File: src/rtl/ex_mem_stage_if.sv
// EX -> EX/MEM boundary bundle: EX-side instruction fields plus the
// registered MEM-side bundle and redirect outputs of ex_mem_stage.
interface ex_mem_stage_if #(
    parameter int XLEN = 32
);
    logic            ex_valid_i;
    logic [XLEN-1:0] ex_pc_i;
    logic [XLEN-1:0] ex_alu_c_i;
    logic            ex_zero_i;
    logic [XLEN-1:0] ex_imm_i;
    logic [XLEN-1:0] ex_rs2_i;
    logic [4:0]      ex_rd_i;
    logic            ex_reg_write_i;
    logic            ex_mem_read_i;
    logic            ex_mem_write_i;
    logic            ex_branch_i;
    logic            ex_jal_i;
    logic            ex_jalr_i;
    logic            ex_ready_o;
    logic            redirect_o;
    logic [XLEN-1:0] redirect_pc_o;
    logic            misalign_o;
    logic            mem_valid_o;
    logic [XLEN-1:0] mem_result_o;
    logic [XLEN-1:0] mem_rs2_o;
    logic [4:0]      mem_rd_o;
    logic            mem_reg_write_o;
    logic            mem_mem_read_o;
    logic            mem_mem_write_o;

    modport master (
        output ex_valid_i, ex_pc_i, ex_alu_c_i, ex_zero_i, ex_imm_i,
        output ex_rs2_i, ex_rd_i, ex_reg_write_i, ex_mem_read_i,
        output ex_mem_write_i, ex_branch_i, ex_jal_i, ex_jalr_i,
        input  ex_ready_o, redirect_o, redirect_pc_o, misalign_o,
        input  mem_valid_o, mem_result_o, mem_rs2_o, mem_rd_o,
        input  mem_reg_write_o, mem_mem_read_o, mem_mem_write_o
    );

    modport slave (
        input  ex_valid_i, ex_pc_i, ex_alu_c_i, ex_zero_i, ex_imm_i,
        input  ex_rs2_i, ex_rd_i, ex_reg_write_i, ex_mem_read_i,
        input  ex_mem_write_i, ex_branch_i, ex_jal_i, ex_jalr_i,
        output ex_ready_o, redirect_o, redirect_pc_o, misalign_o,
        output mem_valid_o, mem_result_o, mem_rs2_o, mem_rd_o,
        output mem_reg_write_o, mem_mem_read_o, mem_mem_write_o
    );
endinterface

File: src/rtl/ex_mem_stage.sv
// EX/MEM pipeline register with branch/jump resolution and redirect.
// Optional branch statistics counters: define EXMEM_BRSTATS_EN.
module ex_mem_stage #(
    parameter int              XLEN          = 32,
    parameter logic [XLEN-1:0] RESET_PC_LINK = '0
) (
    input  logic          clk,
    input  logic          rstn,
    input  logic          mem_stall_i,
    input  logic          flush_i,
    ex_mem_stage_if.slave bus
`ifdef EXMEM_BRSTATS_EN
    ,
    input  logic          stats_clr_i,
    output logic [31:0]   br_taken_cnt_o,
    output logic [31:0]   br_nt_cnt_o
`endif
);
    logic            acc;
    logic            taken;
    logic            mis;
    logic            link;
    logic [XLEN-1:0] target;

    logic            valid_q, valid_d;
    logic            mis_q, mis_d;
    logic            rw_q, rw_d;
    logic            mr_q, mr_d;
    logic            mw_q, mw_d;
    logic [XLEN-1:0] result_q, result_d;
    logic [XLEN-1:0] rs2_q, rs2_d;
    logic [4:0]      rd_q, rd_d;

    // Reset is folded in so no redirect escapes while the stage is reset.
    always_comb begin
        acc    = bus.ex_valid_i & ~mem_stall_i & ~flush_i & rstn;
        taken  = (bus.ex_branch_i & bus.ex_zero_i)
               | bus.ex_jal_i | bus.ex_jalr_i;
        link   = bus.ex_jal_i | bus.ex_jalr_i;
        target = bus.ex_pc_i + bus.ex_imm_i;
        if (bus.ex_jalr_i) begin
            target = {bus.ex_alu_c_i[XLEN-1:1], 1'b0};
        end
        mis    = taken & target[1];
    end

    assign bus.ex_ready_o    = ~mem_stall_i;
    assign bus.redirect_o    = acc & taken & ~mis;
    assign bus.redirect_pc_o = bus.redirect_o ? target : '0;

    always_comb begin
        valid_d  = valid_q;
        mis_d    = mis_q;
        rw_d     = rw_q;
        mr_d     = mr_q;
        mw_d     = mw_q;
        result_d = result_q;
        rs2_d    = rs2_q;
        rd_d     = rd_q;
        if (flush_i) begin
            valid_d = 1'b0;
            mis_d   = 1'b0;
        end else if (!mem_stall_i) begin
            valid_d = acc;
            mis_d   = acc & mis;
            rw_d    = acc & ~mis & bus.ex_reg_write_i;
            mr_d    = acc & ~mis & bus.ex_mem_read_i;
            mw_d    = acc & ~mis & bus.ex_mem_write_i;
            if (acc) begin
                rs2_d = bus.ex_rs2_i;
                rd_d  = bus.ex_rd_i;
                // A branch's C is only its condition, so it is not kept.
                if (link) begin
                    result_d = bus.ex_pc_i + XLEN'(4);
                end else if (!bus.ex_branch_i) begin
                    result_d = bus.ex_alu_c_i;
                end
            end
        end
    end

    always_ff @(posedge clk) begin
        if (!rstn) begin
            valid_q  <= 1'b0;
            mis_q    <= 1'b0;
            rw_q     <= 1'b0;
            mr_q     <= 1'b0;
            mw_q     <= 1'b0;
            result_q <= RESET_PC_LINK;
            rs2_q    <= '0;
            rd_q     <= '0;
        end else begin
            valid_q  <= valid_d;
            mis_q    <= mis_d;
            rw_q     <= rw_d;
            mr_q     <= mr_d;
            mw_q     <= mw_d;
            result_q <= result_d;
            rs2_q    <= rs2_d;
            rd_q     <= rd_d;
        end
    end

    assign bus.mem_valid_o     = valid_q;
    assign bus.misalign_o      = mis_q;
    assign bus.mem_reg_write_o = rw_q & valid_q;
    assign bus.mem_mem_read_o  = mr_q & valid_q;
    assign bus.mem_mem_write_o = mw_q & valid_q;
    assign bus.mem_result_o    = result_q;
    assign bus.mem_rs2_o       = rs2_q;
    assign bus.mem_rd_o        = rd_q;

`ifdef EXMEM_BRSTATS_EN
    logic [31:0] tk_cnt_q, tk_cnt_d;
    logic [31:0] nt_cnt_q, nt_cnt_d;

    always_comb begin
        tk_cnt_d = tk_cnt_q;
        nt_cnt_d = nt_cnt_q;
        if (stats_clr_i) begin
            tk_cnt_d = '0;
            nt_cnt_d = '0;
        end else if (acc && bus.ex_branch_i) begin
            if (bus.ex_zero_i) begin
                if (tk_cnt_q != '1) tk_cnt_d = tk_cnt_q + 32'd1;
            end else begin
                if (nt_cnt_q != '1) nt_cnt_d = nt_cnt_q + 32'd1;
            end
        end
    end

    always_ff @(posedge clk) begin
        if (!rstn) begin
            tk_cnt_q <= '0;
            nt_cnt_q <= '0;
        end else begin
            tk_cnt_q <= tk_cnt_d;
            nt_cnt_q <= nt_cnt_d;
        end
    end

    assign br_taken_cnt_o = tk_cnt_q;
    assign br_nt_cnt_o    = nt_cnt_q;
`endif
endmodule

File: src/flat_wrapper.sv
// flat-port wrapper written by rule: the top's interface ports become plain ports
module ex_mem_stage_flat 
#(
    parameter int              XLEN          = 32,
    parameter logic [XLEN-1:0] RESET_PC_LINK = '0
)
  (clk, rstn, mem_stall_i, flush_i, bus_ex_valid_i, bus_ex_pc_i, bus_ex_alu_c_i, bus_ex_zero_i, bus_ex_imm_i, bus_ex_rs2_i, bus_ex_rd_i, bus_ex_reg_write_i, bus_ex_mem_read_i, bus_ex_mem_write_i, bus_ex_branch_i, bus_ex_jal_i, bus_ex_jalr_i, bus_ex_ready_o, bus_redirect_o, bus_redirect_pc_o, bus_misalign_o, bus_mem_valid_o, bus_mem_result_o, bus_mem_rs2_o, bus_mem_rd_o, bus_mem_reg_write_o, bus_mem_mem_read_o, bus_mem_mem_write_o);
  ex_mem_stage_if #(.XLEN(XLEN)) bus_i ();
  input  logic clk;
  input  logic rstn;
  input  logic mem_stall_i;
  input  logic flush_i;
  input wire logic [$bits(bus_i.ex_valid_i)-1:0] bus_ex_valid_i;
  input wire logic [$bits(bus_i.ex_pc_i)-1:0] bus_ex_pc_i;
  input wire logic [$bits(bus_i.ex_alu_c_i)-1:0] bus_ex_alu_c_i;
  input wire logic [$bits(bus_i.ex_zero_i)-1:0] bus_ex_zero_i;
  input wire logic [$bits(bus_i.ex_imm_i)-1:0] bus_ex_imm_i;
  input wire logic [$bits(bus_i.ex_rs2_i)-1:0] bus_ex_rs2_i;
  input wire logic [$bits(bus_i.ex_rd_i)-1:0] bus_ex_rd_i;
  input wire logic [$bits(bus_i.ex_reg_write_i)-1:0] bus_ex_reg_write_i;
  input wire logic [$bits(bus_i.ex_mem_read_i)-1:0] bus_ex_mem_read_i;
  input wire logic [$bits(bus_i.ex_mem_write_i)-1:0] bus_ex_mem_write_i;
  input wire logic [$bits(bus_i.ex_branch_i)-1:0] bus_ex_branch_i;
  input wire logic [$bits(bus_i.ex_jal_i)-1:0] bus_ex_jal_i;
  input wire logic [$bits(bus_i.ex_jalr_i)-1:0] bus_ex_jalr_i;
  output wire logic [$bits(bus_i.ex_ready_o)-1:0] bus_ex_ready_o;
  output wire logic [$bits(bus_i.redirect_o)-1:0] bus_redirect_o;
  output wire logic [$bits(bus_i.redirect_pc_o)-1:0] bus_redirect_pc_o;
  output wire logic [$bits(bus_i.misalign_o)-1:0] bus_misalign_o;
  output wire logic [$bits(bus_i.mem_valid_o)-1:0] bus_mem_valid_o;
  output wire logic [$bits(bus_i.mem_result_o)-1:0] bus_mem_result_o;
  output wire logic [$bits(bus_i.mem_rs2_o)-1:0] bus_mem_rs2_o;
  output wire logic [$bits(bus_i.mem_rd_o)-1:0] bus_mem_rd_o;
  output wire logic [$bits(bus_i.mem_reg_write_o)-1:0] bus_mem_reg_write_o;
  output wire logic [$bits(bus_i.mem_mem_read_o)-1:0] bus_mem_mem_read_o;
  output wire logic [$bits(bus_i.mem_mem_write_o)-1:0] bus_mem_mem_write_o;
  assign bus_i.ex_valid_i = bus_ex_valid_i;
  assign bus_i.ex_pc_i = bus_ex_pc_i;
  assign bus_i.ex_alu_c_i = bus_ex_alu_c_i;
  assign bus_i.ex_zero_i = bus_ex_zero_i;
  assign bus_i.ex_imm_i = bus_ex_imm_i;
  assign bus_i.ex_rs2_i = bus_ex_rs2_i;
  assign bus_i.ex_rd_i = bus_ex_rd_i;
  assign bus_i.ex_reg_write_i = bus_ex_reg_write_i;
  assign bus_i.ex_mem_read_i = bus_ex_mem_read_i;
  assign bus_i.ex_mem_write_i = bus_ex_mem_write_i;
  assign bus_i.ex_branch_i = bus_ex_branch_i;
  assign bus_i.ex_jal_i = bus_ex_jal_i;
  assign bus_i.ex_jalr_i = bus_ex_jalr_i;
  assign bus_ex_ready_o = bus_i.ex_ready_o;
  assign bus_redirect_o = bus_i.redirect_o;
  assign bus_redirect_pc_o = bus_i.redirect_pc_o;
  assign bus_misalign_o = bus_i.misalign_o;
  assign bus_mem_valid_o = bus_i.mem_valid_o;
  assign bus_mem_result_o = bus_i.mem_result_o;
  assign bus_mem_rs2_o = bus_i.mem_rs2_o;
  assign bus_mem_rd_o = bus_i.mem_rd_o;
  assign bus_mem_reg_write_o = bus_i.mem_reg_write_o;
  assign bus_mem_mem_read_o = bus_i.mem_mem_read_o;
  assign bus_mem_mem_write_o = bus_i.mem_mem_write_o;
  ex_mem_stage #(.XLEN(XLEN), .RESET_PC_LINK(RESET_PC_LINK)) u_core (.clk(clk), .rstn(rstn), .mem_stall_i(mem_stall_i), .flush_i(flush_i), .bus(bus_i));
endmodule
File: config.mk
export PLATFORM = sky130hd
export DESIGN_NAME = ex_mem_stage_flat
export DESIGN_NICKNAME = d
export VERILOG_FILES = /design/src/rtl/ex_mem_stage_if.sv /design/src/rtl/ex_mem_stage.sv /design/src/flat_wrapper.sv
export SDC_FILE = /design/constraint.sdc
export NUM_CORES = 1
export LEC_CHECK = 0
export ABC_AREA = 1
export CORE_ASPECT_RATIO = 1.4
export CORE_MARGIN = 3
export CORE_UTILIZATION = 50
export CTS_BUF_LIST = sky130_fd_sc_hd__clkbuf_16
export DETAILED_ROUTE_END_ITERATION = 10
export DONT_BUFFER_PORTS = 1
export SYNTH_ARGS = -nofsm -noshare
export SYNTH_HDL_FRONTEND = slang
export SYNTH_SLANG_ARGS = --single-unit
File: constraint.sdc
create_clock -name clk -period 6.45 [get_ports clk]
set_clock_uncertainty 0.05 [all_clocks]
set_input_delay 1.29 -clock clk [delete_from_list [all_inputs] [get_ports clk]]
set_output_delay 1.29 -clock clk [all_outputs]
set_load 0.01 [all_outputs]
==> results of run 1 <==
-- cell families (layout without fill, tap and decap cells) --
family | count (synthesis) | in the layout
XOR/XNOR | 25 | 25
AO/OA/AOI/OAI | 196 | 196
other | 1 | 1
adder cells (fa/ha/maj) | 33 | 33
buffers and inverters | 241 | 222
AND/OR/NAND/NOR | 615 | 615
flip-flops | 74 | 74
-- synthesized netlist by cell type, types with 3 or more instances --
master,n,area [µm²]
clkbuf_1,19,71.3
a21oi_1,99,495
buf_1,5,18.8
nand4_1,9,56.3
o21bai_1,3,22.5
nor2_2,8,50.1
nor3_1,9,45.0
buf_2,9,45.0
nor2_4,7,78.8
nand2_1,417,1570
inv_1,193,724
a31oi_1,3,18.8
xor2_1,19,166
o21ai_0,80,400
ha_1,32,400
buf_6,4,45.0
nor2_1,92,345
xnor2_1,6,52.6
o21ai_2,4,35.0
nand3_1,59,295
inv_2,9,33.8
dfxtp_1,74,1480
nand3b_1,7,52.6
-- area by class of cell --
class / count / area (µm²)
Sequential cell: 74 / 1480
Timing Repair Buffer: 4 / 30.0
Clock inverter: 6 / 50.0
Tap cell: 178 / 223
Fill cell: 1426 / 5950
Multi-Input combinational cell: 870 / 4220
Inverter: 203 / 762
Clock buffer: 9 / 225
-- worst register-to-register path: stages (launching register included) --
cell and delay [ns]:
dfxtp_1 0.47, nand2_1 0.08, o21ai_0 0.15
-- final timing paths --
kind / start / endpoint / slack [ns] / cells past startpoint
max: bus_ex_imm_i[0] / bus_redirect_pc_o[13] / 1.58 / 10
min: u_core.rw_q / u_core.rw_q / 0.42 / 2
max reg2reg: u_core.bus.mem_valid_o / u_core.bus.mem_valid_o / 5.63 / 2
min reg2reg: u_core.rw_q / u_core.rw_q / 0.42 / 2
-- power by group --
part | internal (mW) | leakage [nW] | switching, mW
clock | 0.291 | 0.139 | 0.173
combinational | 0.101 | 3.01 | 0.199
sequential | 0.472 | 0.601 | 0.0171
total | 0.864 | 3.75 | 0.389
-- placed cells by master (no fill, tap or decap), types with 8 or more instances in the layout --
cell type and count:
nor2_2 8, ha_1 32, xor2_1 19, a21oi_1 99, nand2_1 417, o21ai_0 80
inv_2 9, inv_1 194, nor3_1 9, nor2_1 92, nand4_1 9, dfxtp_1 74
nand3_1 59, clkbuf_16 9
-- state kept, by name, summed over array words and instances (netlist names) --
| register | count |
|---|---|
| u_core.bus.mem_rd_o | 5 |
| u_core.bus.mem_result_o | 32 |
| u_core.bus.mem_rs2_o | 32 |
| u_core.bus.mem_valid_o | 1 |
| u_core.bus.misalign_o | 1 |
| u_core.mr_q | 1 |
| u_core.mw_q | 1 |
| u_core.rw_q | 1 |
-- metal layers --
metal / vias to the layer above / GRT usage (%) / routed length [µm]
met5: - / 0 / 0
met4: 0 / 8.94 / 537
met3: 39 / 5.20 / 1820
met2: 245 / 51.5 / 11000
met1: 3072 / 35.6 / 8830
li1: 3624 / - / -
-- metrics by stage --
| stage | setup WS, ns | hold slack [ns] | utilization (%) | area, µm² | cells |
|---|---|---|---|---|---|
| final | 1.58 | 0.418 | 54.0 | 6990 | 1344 |
| after floorplan | 2.30 | 0.394 | - | 6640 | 1185 |
| after CTS | 1.60 | 0.416 | 54.0 | 6990 | 1344 |
| after global routing | 1.43 | 0.447 | 54.0 | 6990 | 1344 |
| after detailed placement | 1.60 | 0.407 | 51.9 | 6710 | 1329 |
| after global placement | 1.68 | 0.406 | 51.9 | 6710 | 1329 |
==> impl_metrics.py, run 1 <==
metrics = {
    "run_status": {
        "status": "finished clean",
    },
    "worst_setup_path": {
        "worst_path_max_delay_cell": "fa_1",
        "cp.required_ns": 5.11,
        "crit_path_end_kind": "output pin",
        "cp_top_family": "adder cells",
        "critical_path_arrival_ns": 3.53,
        "cp_max_fo": 29,
        "cpPeakStageDelay_ns": 0.48,
        "crit_buf_inv": 2,
        "worstPathCellList": "ha_1 -> inv_1 -> fa_1 -> nand2_1 -> o211a_2 -> nor2_4 -> nand2_2 -> inv_2 -> o21ai_0 -> a21oi_1",
        "critPathLaunchType": "input port",
        "criticalPathCategory": "input port to output pin",
    },
    "synthesis": {
        "synthesis.nets": 1363,
        "ys_seq_elements": 74,
        "synthCells": 1185,
        "avgSynthCellArea_um2": 5.60,
        "synthArstFlopShare_pct": 0,
        "yosysWarningCount": 0,
        "synth-simple-area-share_pct": 38.2,
        "synth_edf_count": 0,
        "synth-compound-area-share_pct": 15.5,
        "synth-seq-area-share_pct": 22.3,
        "synth_mux_area_share_pct": 0,
        "synth_fa_ha_area_share_pct": 6.33,
        "syn-cell-area_um2": 6640,
        "synth_top_family_by_area": "simple AND/OR/NAND/NOR gates",
        "synthXorXnorAreaFrac_pct": 3.30,
        "synthFlopType": "dfxtp_1",
        "synth.distinct_cells": 36,
    },
    "sta": {
        "rsz0062_at_grt": "no",
        "maxSlewViolCount": 0,
        "fin_setup_tns_ns": 0,
        "period_needed_ns": 4.87,
        "max_freq_mhz": 205,
        "fin_crit_sh_pct": 75.5,
        "timing.final.setup_violations": 0,
        "tightestPinTransition_ns": 0.774,
        "slew_headroom_pct": 48.2,
        "hold_viol_final": 0,
    },
    "routing": {
        "via_per_inst": 5.19,
        "num_vias": 6980,
        "avgRoutedWirePerCell_um": 16.5,
        "drtIter0Drc": 308,
        "route.detailed.drc": 0,
        "first_pass_iters": 5,
        "antenna_left": 0,
        "wl_um": 22200,
    },
    "clock_network": {
        "path_clk_slew_ns": 0.05,
        "cts_tree": "done",
        "cts_inserted_buffers": 9,
        "htreeDepth": 3,
        "cts_resized": 0,
        "cts-root-buf": "clkbuf_16",
        "postCtsHoldBufs": 0,
        "insertion_delay_ns": 0.32,
        "cts_buffer_depth": 2,
        "cts_setup_buffers": 0,
        "clock-sinks": 74,
    },
    "finish": {
        "area_growth_pct": 5.24,
        "drive_gt1_share_pct": 4.29,
        "fin_nets": 1340,
        "n_antenna_cell": 0,
    },
    "placed_design": {
        "routabilityCongestion": 0.992,
        "port-buffer-count": 0,
        "dp_hpwl_um": 18600,
    },
    "global_route": {
        "grt_usage_pct": 29.3,
        "grt_pass1_wl_um": 33700,
        "grt_pass1_vias": 6496,
        "antenna_found_initial": 0,
        "grt_max_degree": 77,
        "overflow": 0,
    },
    "power_and_ir_drop": {
        "power_leakage_nw": 3.75,
        "power_density_nw_per_um2": 179,
        "total_power_mw": 1.25,
        "ir_worst_vdd_mv": 0.133,
    },
    "floorplanning": {
        "die_y_um": 142,
        "coreArea_um2": 12900,
        "rows": 49,
        "ios": 253,
        "die_area_um2": 14700,
        "die_w_um": 103,
        "initial_core_util_pct": 51.3,
    },
    "run": {
        "maxCapViolCount": 0,
    },
    "min_path": {
        "hp-class": "flip-flop to flip-flop",
    },
}
Power figures use the tool's default switching activity.
==> run 2: changes to the inputs <==
Clock period 6.45 ns to 4.5 ns, I/O delays scaled along.
==> run 2 against run 1 <==
Global-route usage is 0.11 points lower. Setup slack worse by 0.73 ns. Die area stayed put. Register-to-register slack worse by 1.9 ns. Hold slack worse by 0.0036 ns. Combinational power is 43% higher. Power is 48% higher. Core utilization is 0.34 points higher. Design area is 0.63% higher.
==> impl_metrics.py, run 2 (same netlist as run 1, synthesis figures left out) <==
metrics = {
    "run_status": {
        "status": "finished clean",
    },
    "worst_setup_path": {
        "reg2reg_slack_ns": 3.69,
        "crit_path_end_kind": "output pin",
        "criticalPathCategory": "input port to output pin",
        "cp.required_ns": 3.55,
        "critPathLaunchType": "input port",
        "cp_max_fo": 17,
        "critical_path_arrival_ns": 2.70,
    },
    "clock_network": {
        "path_clk_slew_ns": 0.05,
        "cts_buffer_depth": 2,
        "cts_resized": 0,
        "cts_tree": "done",
        "htreeDepth": 3,
        "cts_setup_buffers": 0,
        "clock-sinks": 74,
        "cts-root-buf": "clkbuf_16",
        "insertion_delay_ns": 0.33,
        "cts_inserted_buffers": 9,
        "postCtsHoldBufs": 0,
    },
    "routing": {
        "first_pass_iters": 5,
        "wl_um": 22100,
        "avgRoutedWirePerCell_um": 16.4,
        "num_vias": 6928,
        "drtIter0Drc": 385,
        "antenna_left": 0,
        "via_per_inst": 5.14,
        "route.detailed.drc": 0,
    },
    "finish": {
        "layout_common_cells": "417 x nand2_1, 197 x inv_1, 99 x a21oi_1",
        "final_common_cell": "nand2_1",
        "n_antenna_cell": 0,
        "area_growth_pct": 5.90,
        "drive_gt1_share_pct": 4.45,
        "fin_nets": 1342,
        "fillers": 1450,
    },
    "global_route": {
        "grt_pass1_wl_um": 33400,
        "grt_pass1_vias": 6533,
        "grt_usage_pct": 29.2,
        "grt_max_degree": 77,
        "antenna_found_initial": 0,
        "overflow": 0,
    },
    "sta": {
        "maxSlewViolCount": 0,
        "setup_ws_ns": 0.846,
        "rsz0062_at_grt": "no",
        "fin_crit_sh_pct": 81.2,
        "max_freq_mhz": 274,
        "tightestPinTransition_ns": 0.615,
        "fin_setup_tns_ns": 0,
        "period_needed_ns": 3.65,
        "hold_ws_ns": 0.415,
        "timing.final.setup_violations": 0,
        "hold_viol_final": 0,
        "slew_headroom_pct": 59.0,
    },
    "power_and_ir_drop": {
        "total_power_mw": 1.85,
        "power_density_nw_per_um2": 264,
        "power_leakage_nw": 3.78,
        "ir_worst_vdd_mv": 0.218,
    },
    "min_path": {
        "hp-class": "flip-flop to flip-flop",
    },
    "floorplanning": {
        "initial_core_util_pct": 51.3,
        "coreArea_um2": 12900,
        "rows": 49,
        "die_y_um": 142,
        "die_area_um2": 14700,
        "die_w_um": 103,
        "ios": 253,
    },
    "placed_design": {
        "dp_slack_ns": 0.858,
        "routabilityCongestion": 0.996,
        "dp_hpwl_um": 18600,
        "port-buffer-count": 0,
    },
    "run": {
        "maxCapViolCount": 0,
    },
}
run 2: cell types whose count changed in the layout (fill, tap and decap cells not counted):
| cell | previous run | this run |
|---|---|---|
| clkinv_2 | 1 | 0 |
| bufinv_16 | 1 | 2 |
| buf_4 | 4 | 6 |
| clkinv_1 | 4 | 2 |
| inv_1 | 194 | 197 |
run 2: metal layers:
layer	global-route usage [%]	vias up	routed length, µm	share of wire [%]
li1	-	3643	-	-
met1	34.9	2998	8850	40
met2	49.6	243	10600	48
met3	5.79	44	1770	8.0
met4	12.7	0	835	3.8
met5	0	-	0	0
run 2: layout make-up:
class                      count  area [µm²]  share of cell area, %
tap                          178         223                   3.17
multi-input combinational    870        4220                   60.0
inverter                     203         762                   10.8
clock buffer                   9         225                   3.20
timing repair buffer           6        45.0                  0.640
clock inverter                 7        78.8                   1.12
sequential                    74        1480                   21.1
run 2: worst paths after layout:
| path | from | end | cells after the start |
|---|---|---|---|
| min | u_core.mr_q | u_core.mr_q | 2 |
| max reg2reg | u_core.bus.mem_valid_o | u_core.bus.mem_valid_o | 2 |
| max | bus_ex_imm_i[0] | bus_redirect_pc_o[15] | 11 |
| min reg2reg | u_core.mr_q | u_core.mr_q | 2 |
run 2: worst max-delay path, stage by stage:
cell	delay, ns
ha_1	0.18
inv_1	0.07
fa_1	0.41
nand2_1	0.08
o211a_2	0.22
nor2_4	0.06
nand2_2	0.21
buf_4	0.34
a21oi_1	0.06
o21ai_0	0.08
inv_1	0.09
run 2: report_power, final:
part           switching [mW]  internal [mW]
combinational           0.284          0.145
clock                   0.249          0.475
sequential             0.0243          0.677
run 2: stage by stage:
step | std cells | instance area (µm²) | utilization (%)
after global routing | 1347 | 7030 | 54.4
after CTS | 1347 | 7030 | 54.4
after floorplan | 1185 | 6640 | -
after global placement | 1331 | 6730 | 52.0
final | 1347 | 7030 | 54.4
after detailed placement | 1331 | 6730 | 52.0
